==> config.mk <==
export PLATFORM = sky130hd
export DESIGN_NAME = if_id_buffer
export DESIGN_NICKNAME = d
export VERILOG_FILES = /design/src/rtl/fetch_pkg.sv /design/src/rtl/sat_counter.sv /design/src/rtl/if_id_buffer.sv
export SDC_FILE = /design/constraint.sdc
export NUM_CORES = 1
export LEC_CHECK = 0
export CORE_MARGIN = 2
export CORE_UTILIZATION = 38
export DETAILED_ROUTE_END_ITERATION = 8
export MAX_ROUTING_LAYER = met4
export PLACE_DENSITY = 0.71
export SETUP_SLACK_MARGIN = 0.05
export SYNTH_ARGS = -nofsm -noshare
export SYNTH_HDL_FRONTEND = slang
export SYNTH_SLANG_ARGS = --single-unit
==> constraint.sdc <==
create_clock -name clk -period 2.4 [get_ports clk]
set_input_delay 0.24 -clock clk [delete_from_list [all_inputs] [get_ports clk]]
set_output_delay 0.24 -clock clk [all_outputs]
set_load 0.05 [all_outputs]
==> src/rtl/fetch_pkg.sv <==
// Shared fetch-side definitions: buffer state encodings and default word geometry.
package fetch_pkg;

    localparam int DEF_XLEN    = 32;
    localparam int DEF_EXT_BIT = 31;

    typedef enum logic [1:0] {
        EMPTY    = 2'd0,
        WAIT_IMM = 2'd1,
        FULL     = 2'd2
    } state_t;

endpackage

==> src/rtl/sat_counter.sv <==
// Saturating up-counter with async active-low clear; only built when
// IF_ID_STALL_CNT_EN is defined (it has no user otherwise).
`ifdef IF_ID_STALL_CNT_EN
module sat_counter #(
    parameter int W = 16
) (
    input  logic         clk,
    input  logic         rst,
    input  logic         en,
    output logic [W-1:0] cnt
);

    always_ff @(posedge clk or negedge rst) begin
        if (!rst) begin
            cnt <= '0;
        end else if (en && (cnt != {W{1'b1}})) begin
            cnt <= cnt + {{(W-1){1'b0}}, 1'b1};
        end
    end

endmodule
`endif

==> src/rtl/if_id_buffer.sv <==
// Fetch-to-decode buffer assembling opcode(+immediate) instructions, with flush.
// Optional IF_ID_STALL_CNT_EN adds a saturating backpressure stall counter output.
module if_id_buffer
    import fetch_pkg::*;
#(
    parameter int XLEN    = fetch_pkg::DEF_XLEN,
    parameter int EXT_BIT = fetch_pkg::DEF_EXT_BIT
) (
    input  logic            clk,
    input  logic            rst,
    input  logic            flush,
    input  logic            in_valid,
    output logic            in_ready,
    input  logic [XLEN-1:0] in_word,
    input  logic [XLEN-1:0] in_pc,
    input  logic            in_int,
    output logic            out_valid,
    input  logic            out_ready,
    output logic [XLEN-1:0] out_instr,
    output logic [XLEN-1:0] out_imm,
    output logic            out_has_imm,
    output logic [XLEN-1:0] out_pc,
    output logic            out_int
`ifdef IF_ID_STALL_CNT_EN
    ,
    output logic [15:0]     stall_cnt
`endif
);

    state_t state;
    state_t nxt;
    logic   acc;
    logic   load_first;
    logic   load_imm;
    logic   word_ext;

    assign acc       = in_valid & in_ready;
    assign out_valid = (state == FULL);
    assign word_ext  = in_word[EXT_BIT];

    // rst gates in_ready so fetch sees no acceptance while reset is held.
    always_comb begin
        in_ready = 1'b0;
        if (rst && !flush) begin
            case (state)
                EMPTY:    in_ready = 1'b1;
                WAIT_IMM: in_ready = 1'b1;
                FULL:     in_ready = out_ready;
                default:  in_ready = 1'b0;
            endcase
        end
    end

    always_comb begin
        nxt        = state;
        load_first = 1'b0;
        load_imm   = 1'b0;
        if (flush) begin
            nxt = EMPTY;
        end else begin
            case (state)
                EMPTY: begin
                    if (acc) begin
                        load_first = 1'b1;
                        nxt        = word_ext ? WAIT_IMM : FULL;
                    end
                end
                WAIT_IMM: begin
                    if (acc) begin
                        load_imm = 1'b1;
                        nxt      = FULL;
                    end
                end
                FULL: begin
                    if (out_ready) begin
                        if (acc) begin
                            load_first = 1'b1;
                            nxt        = word_ext ? WAIT_IMM : FULL;
                        end else begin
                            nxt = EMPTY;
                        end
                    end
                end
                default: nxt = EMPTY;
            endcase
        end
    end

    // A new first word always clears the immediate; WAIT_IMM fills it in later.
    always_ff @(posedge clk or negedge rst) begin
        if (!rst) begin
            state       <= EMPTY;
            out_instr   <= '0;
            out_imm     <= '0;
            out_has_imm <= 1'b0;
            out_pc      <= '0;
            out_int     <= 1'b0;
        end else begin
            state <= nxt;
            if (load_first) begin
                out_instr   <= in_word;
                out_pc      <= in_pc;
                out_int     <= in_int;
                out_has_imm <= word_ext;
                out_imm     <= '0;
            end
            if (load_imm) begin
                out_imm <= in_word;
            end
        end
    end

`ifdef IF_ID_STALL_CNT_EN
    logic stall_en;

    assign stall_en = (state == FULL) & ~out_ready & ~flush;

    sat_counter #(
        .W(16)
    ) u_stall_cnt (
        .clk (clk),
        .rst (rst),
        .en  (stall_en),
        .cnt (stall_cnt)
    );
`endif

endmodule

Word-level counts from Yosys, hierarchy flattened
Cells that the tools add are included.
- output and inout bits: 100
- flip-flop bits (word level): 100
- word-level logic and storage cells: 35
- eq/ne operators: 5
- reduce and logical (&&, ||, !) cells: 6
- bitwise logic cells: 1
- mux-type cells: 17
- operator list (cell ; count):
    $mux 32 ; 2
    $mux 2 ; 6
    $mux 1 ; 6
    $ne 3x3->1 const B ; 2
    $pmux 2 s3 ; 1
    $pmux 1 s2 ; 2
    $ne 3x2->1 const B ; 1
    $reduce_and 3->1 ; 1
    $eq 2x1->1 const B ; 1
    $eq 2x2->1 const B ; 1
    $logic_not 2->1 ; 1
    $reduce_bool 2->1 ; 1
    $reduce_or 2->1 ; 1
    $and 1x1->1 ; 1
    $logic_and 1x1->1 ; 1
    $logic_not 1->1 ; 1

Longest topological paths before layout
- depth in word-level cells: 11
- gate-level depth with buffers: 5
- gate-level depth less buffers: 3

Worst setup path before layout
Ideal clock, no wire load.
- path type: reg2out
- start point: register state[0]
- end point: output in_ready
- stages on the path, launching flop included: 3
- data required time: 2160 ps
- setup slack: 794 ps
- arrival: 1366 ps
- path through: dfrtp_1 > nand2b_1 > a21oi_1
- word-level cells in the longest chain between the ends: 4
- elaborated cells on any way between the ends: 6
- those cells by class: 2 x eq/ne; 2 x mux; 2 x reduce/logical
- ends and longest elaborated chain (what ; line ; text):
    start, declared ; if_id_buffer.sv:30 ; state_t state;
    start signal, assigned ; if_id_buffer.sv:99 ; state <= nxt;
    $eq 2x1->1 / $logic_not 2->1 (equally long branches) ; if_id_buffer.sv:45 ; case (state)
    $reduce_or 2->1 (no source line) ; - ;
    $pmux 1 s2 (*) ; if_id_buffer.sv:45 ;
    $mux 1 (*) ; if_id_buffer.sv:44 ; if (rst && !flush) begin
    end, declared ; if_id_buffer.sv:13 ; output logic in_ready,
Mark *: on every way between the ends. The rest lies on a longest branch, timed or not.

Worst setup path in the final report
- start point: register state[1]
- end point: output out_valid
- word-level cells in the longest chain between the ends: 1
- ends and longest elaborated chain (what ; line ; text):
    $eq 2x2->1 ; if_id_buffer.sv:38 ; assign out_valid = (state == FULL);
    end, declared ; if_id_buffer.sv:17 ; output logic out_valid,
No other way between the ends.

==> impl_results.md <==
- Clock Latency Late Sink: roughly 350 ps
- # hold bufs at CTS: 0
- Least-Margin Pin Slew: ~630 ps
- Root Buffer: clkbuf_8
- GRT Util Overall: between 15 and 20%
- Crit path kind: reg -> out
- Largest net degree at the start of global routing: 52
- CTS clock-pin slew for the worst setup and hold paths: approximately 90 ps
- Vias in the first global route: around 2800
- Worst Skew: about 5.7 ps
- Worst hold path type: in -> async
- Congestion Overflow GR: 0
- Initial Util: 38.76%
- Synth Cell Area: 3948 um^2
- Core Area: slightly above 10000 um^2
- First-pass GRT wire length: 14890 um
- Multi-input gate area: ~1300 um^2
- Status: completed
- Yosys top cell by area: dfrtp_1
- Layout cells sized above 1: 22.72%
- CP top delay family: buffers and inverters
- P_leak: around 2.6 nW
- YS warnings: 0
- Hold Vio Cnt, Final: 0
- Most frequent cells in the layout: 167 x clkdlybuf4s50_1, 99 x dfrtp_1, 49 x mux2_4
- TNS Setup: 0 ps
- Clock Tree Buf Depth: 2
- Setup Fix Bufs, Post-CTS: 0
- Min Tclk post-route: slightly above 2000 ps
- Worst Setup Start Kind: flop
- Die height: approximately 110 um
- Synthesized Nets: 297
- Crit Path Max Fanout: 6
- TritonCTS clock tree: done
- Final Routed Wirelength: 9105 um
- Cts bufs inserted: 9
- PortBufs: 169
- GPL Wtd Cong: ~0.73
- Fill count: 840
- Worst VDD drop: 0.4206 mV
- Pwr per Cell Area: 838.9 nW/um^2
- Core Rows: 37
- Gate count of the mapped netlist: ~230
- Initial antenna violation count: 0
- Cell variety after synth: 20
- DR vias: about 2600
- Register Area: ~2500 um^2
- Seq/Total Area, Yosys: between 60% and 70%
- Leading cell type in the layout, fill and taps excluded: clkdlybuf4s50_1
- Synth top area share: 62.76%
- Slew HR: roughly three fifths
- Max Slew Vio Count: 0
- Setup violators final: 0
- WP data arrival: roughly 1800 ps
- DR iter-0 viols: 119
- Number of remaining DRC errors: 0
- Worst path slowest cell: clkdlybuf4s50_1
- Resize count post-CTS: 0
- CP Cell Sequence: nor2b_1, clkdlybuf4s50_1
- # nets final: 471
- Area contributors post-synth: dfrtp_1 63%, mux2_4 19%, a22o_1 7.1%
- Area growth syn-to-layout: 49.92%
- Final critical-path share of the clock period: 85.60%
- Antenna Nets Post-Route: 0
- DP Wirelength: ~6300 um
- RSZ-0062 raised after global routing: no
- Clk sinks: 99
- Fmax: around 0.49 GHz
- Fin util: 58.11%
- Htree depth: 3
- Die area: around 11000 um^2
- Crit-path max cell delay: around 830 ps
- Synthesized area per cell: approximately 17 um^2
- Routed len/inst: 16.83 um
- Diode count: 0
- Post-synthesis register bit count: 99
- Vias per cell: 4.750
- Crit. End Element: output pin
- # IOs: 170
- CP Buf/Inv Count: 1
- Die W: ~110 um
- Maxcap violations: 0
- First-pass detailed-route iteration total: 4
- Worst path required time: 2160 ps
[report_power, final]
part	switching (mW)	total (mW)	internal (mW)	leakage, nW
logic	1.17	1.98	0.806	1.27
clock network	0.535	0.929	0.394	0.0839
registers	0.145	2.06	1.91	1.24
[through the flow]
| step | cells | area (um^2) | hold WS (ps) | setup WS, ps | power, mW |
|---|---|---|---|---|---|
| after CTS | 541 | 5918 | 36.62 | 321.0 | 5.033 |
| after global routing | 541 | 5918 | 55.65 | 284.2 | 5.184 |
| final | 541 | 5918 | 16.27 | 345.5 | 4.965 |
| after global placement | 526 | 5751 | 428.8 | 315.1 | 4.055 |
| after detailed placement | 526 | 5751 | 431.5 | 270.4 | 4.074 |
| after floorplan | 227 | 3948 | -55.59 | 794.4 | 3.339 |
[sequential cells by signal, summed over array words and instances, names as in the netlist]
register and count:
out_pc 32, out_int 1, out_has_imm 1, out_instr 31
out_imm 32, state 2
[cells by family (layout without fill, tap and decap cells)]
kind of cell / Yosys count / after routing / synth area share, %
DFF: 99 / 99 / 62.76
buffers and inverters: 16 / 194 / 4.026
AOI/OAI and AO/OA: 38 / 38 / 7.987
and+or+nand+nor: 10 / 10 / 2.314
muxes: 64 / 64 / 22.92
[Yosys cell counts (all sizes together)]
| master | number |
|---|---|
| clkbuf | 2 |
| buf | 12 |
| mux2 | 64 |
| nor2 | 1 |
| or4b | 1 |
| dfrtp | 99 |
| a21o | 2 |
| inv | 2 |
| nor3b | 2 |
| o21ai | 2 |
| nand3b | 2 |
| nor2b | 1 |
| a22o | 32 |
| a21oi | 2 |
| nand2b | 3 |
[worst paths after layout]
path                       slack (ps)  cells after the start       endpoint        from
setup / recovery                  350                      2      out_valid    state[1]
hold / removal                     20                      2    out_imm[23]         rst
setup reg to reg                  640                      4   out_instr[9]    state[1]
hold reg to reg                   510                      1     out_pc[15]  out_pc[15]
max in group asynchronous        1290                      3  out_instr[18]         rst
min in group clk                  320                      4       state[0]         rst
[final cells by class]
| class | count | area share (%) |
|---|---|---|
| multi-input cells | 112 | 22.37 |
| clock buffers | 10 | 2.326 |
| repair buffers | 177 | 29.94 |
| clock inverters | 5 | 0.5074 |
| well taps | 136 | 2.875 |
| inverters | 2 | 0.1268 |
| flip-flops and latches | 99 | 41.86 |
[per-layer routing]
layer  routed length [um]  global-route usage (%)  share of wire (%)  vias up
li1                     -                       -                  -     1171
met1                 4297                   24.53                 47     1286
met2                 4203                   25.71                 46      106
met3                  534                   4.353                5.9        7
met4                   68                   3.947               0.75        0
met5                    0                       -                  0        -
No activity file was read; power rests on OpenSTA's default activity.
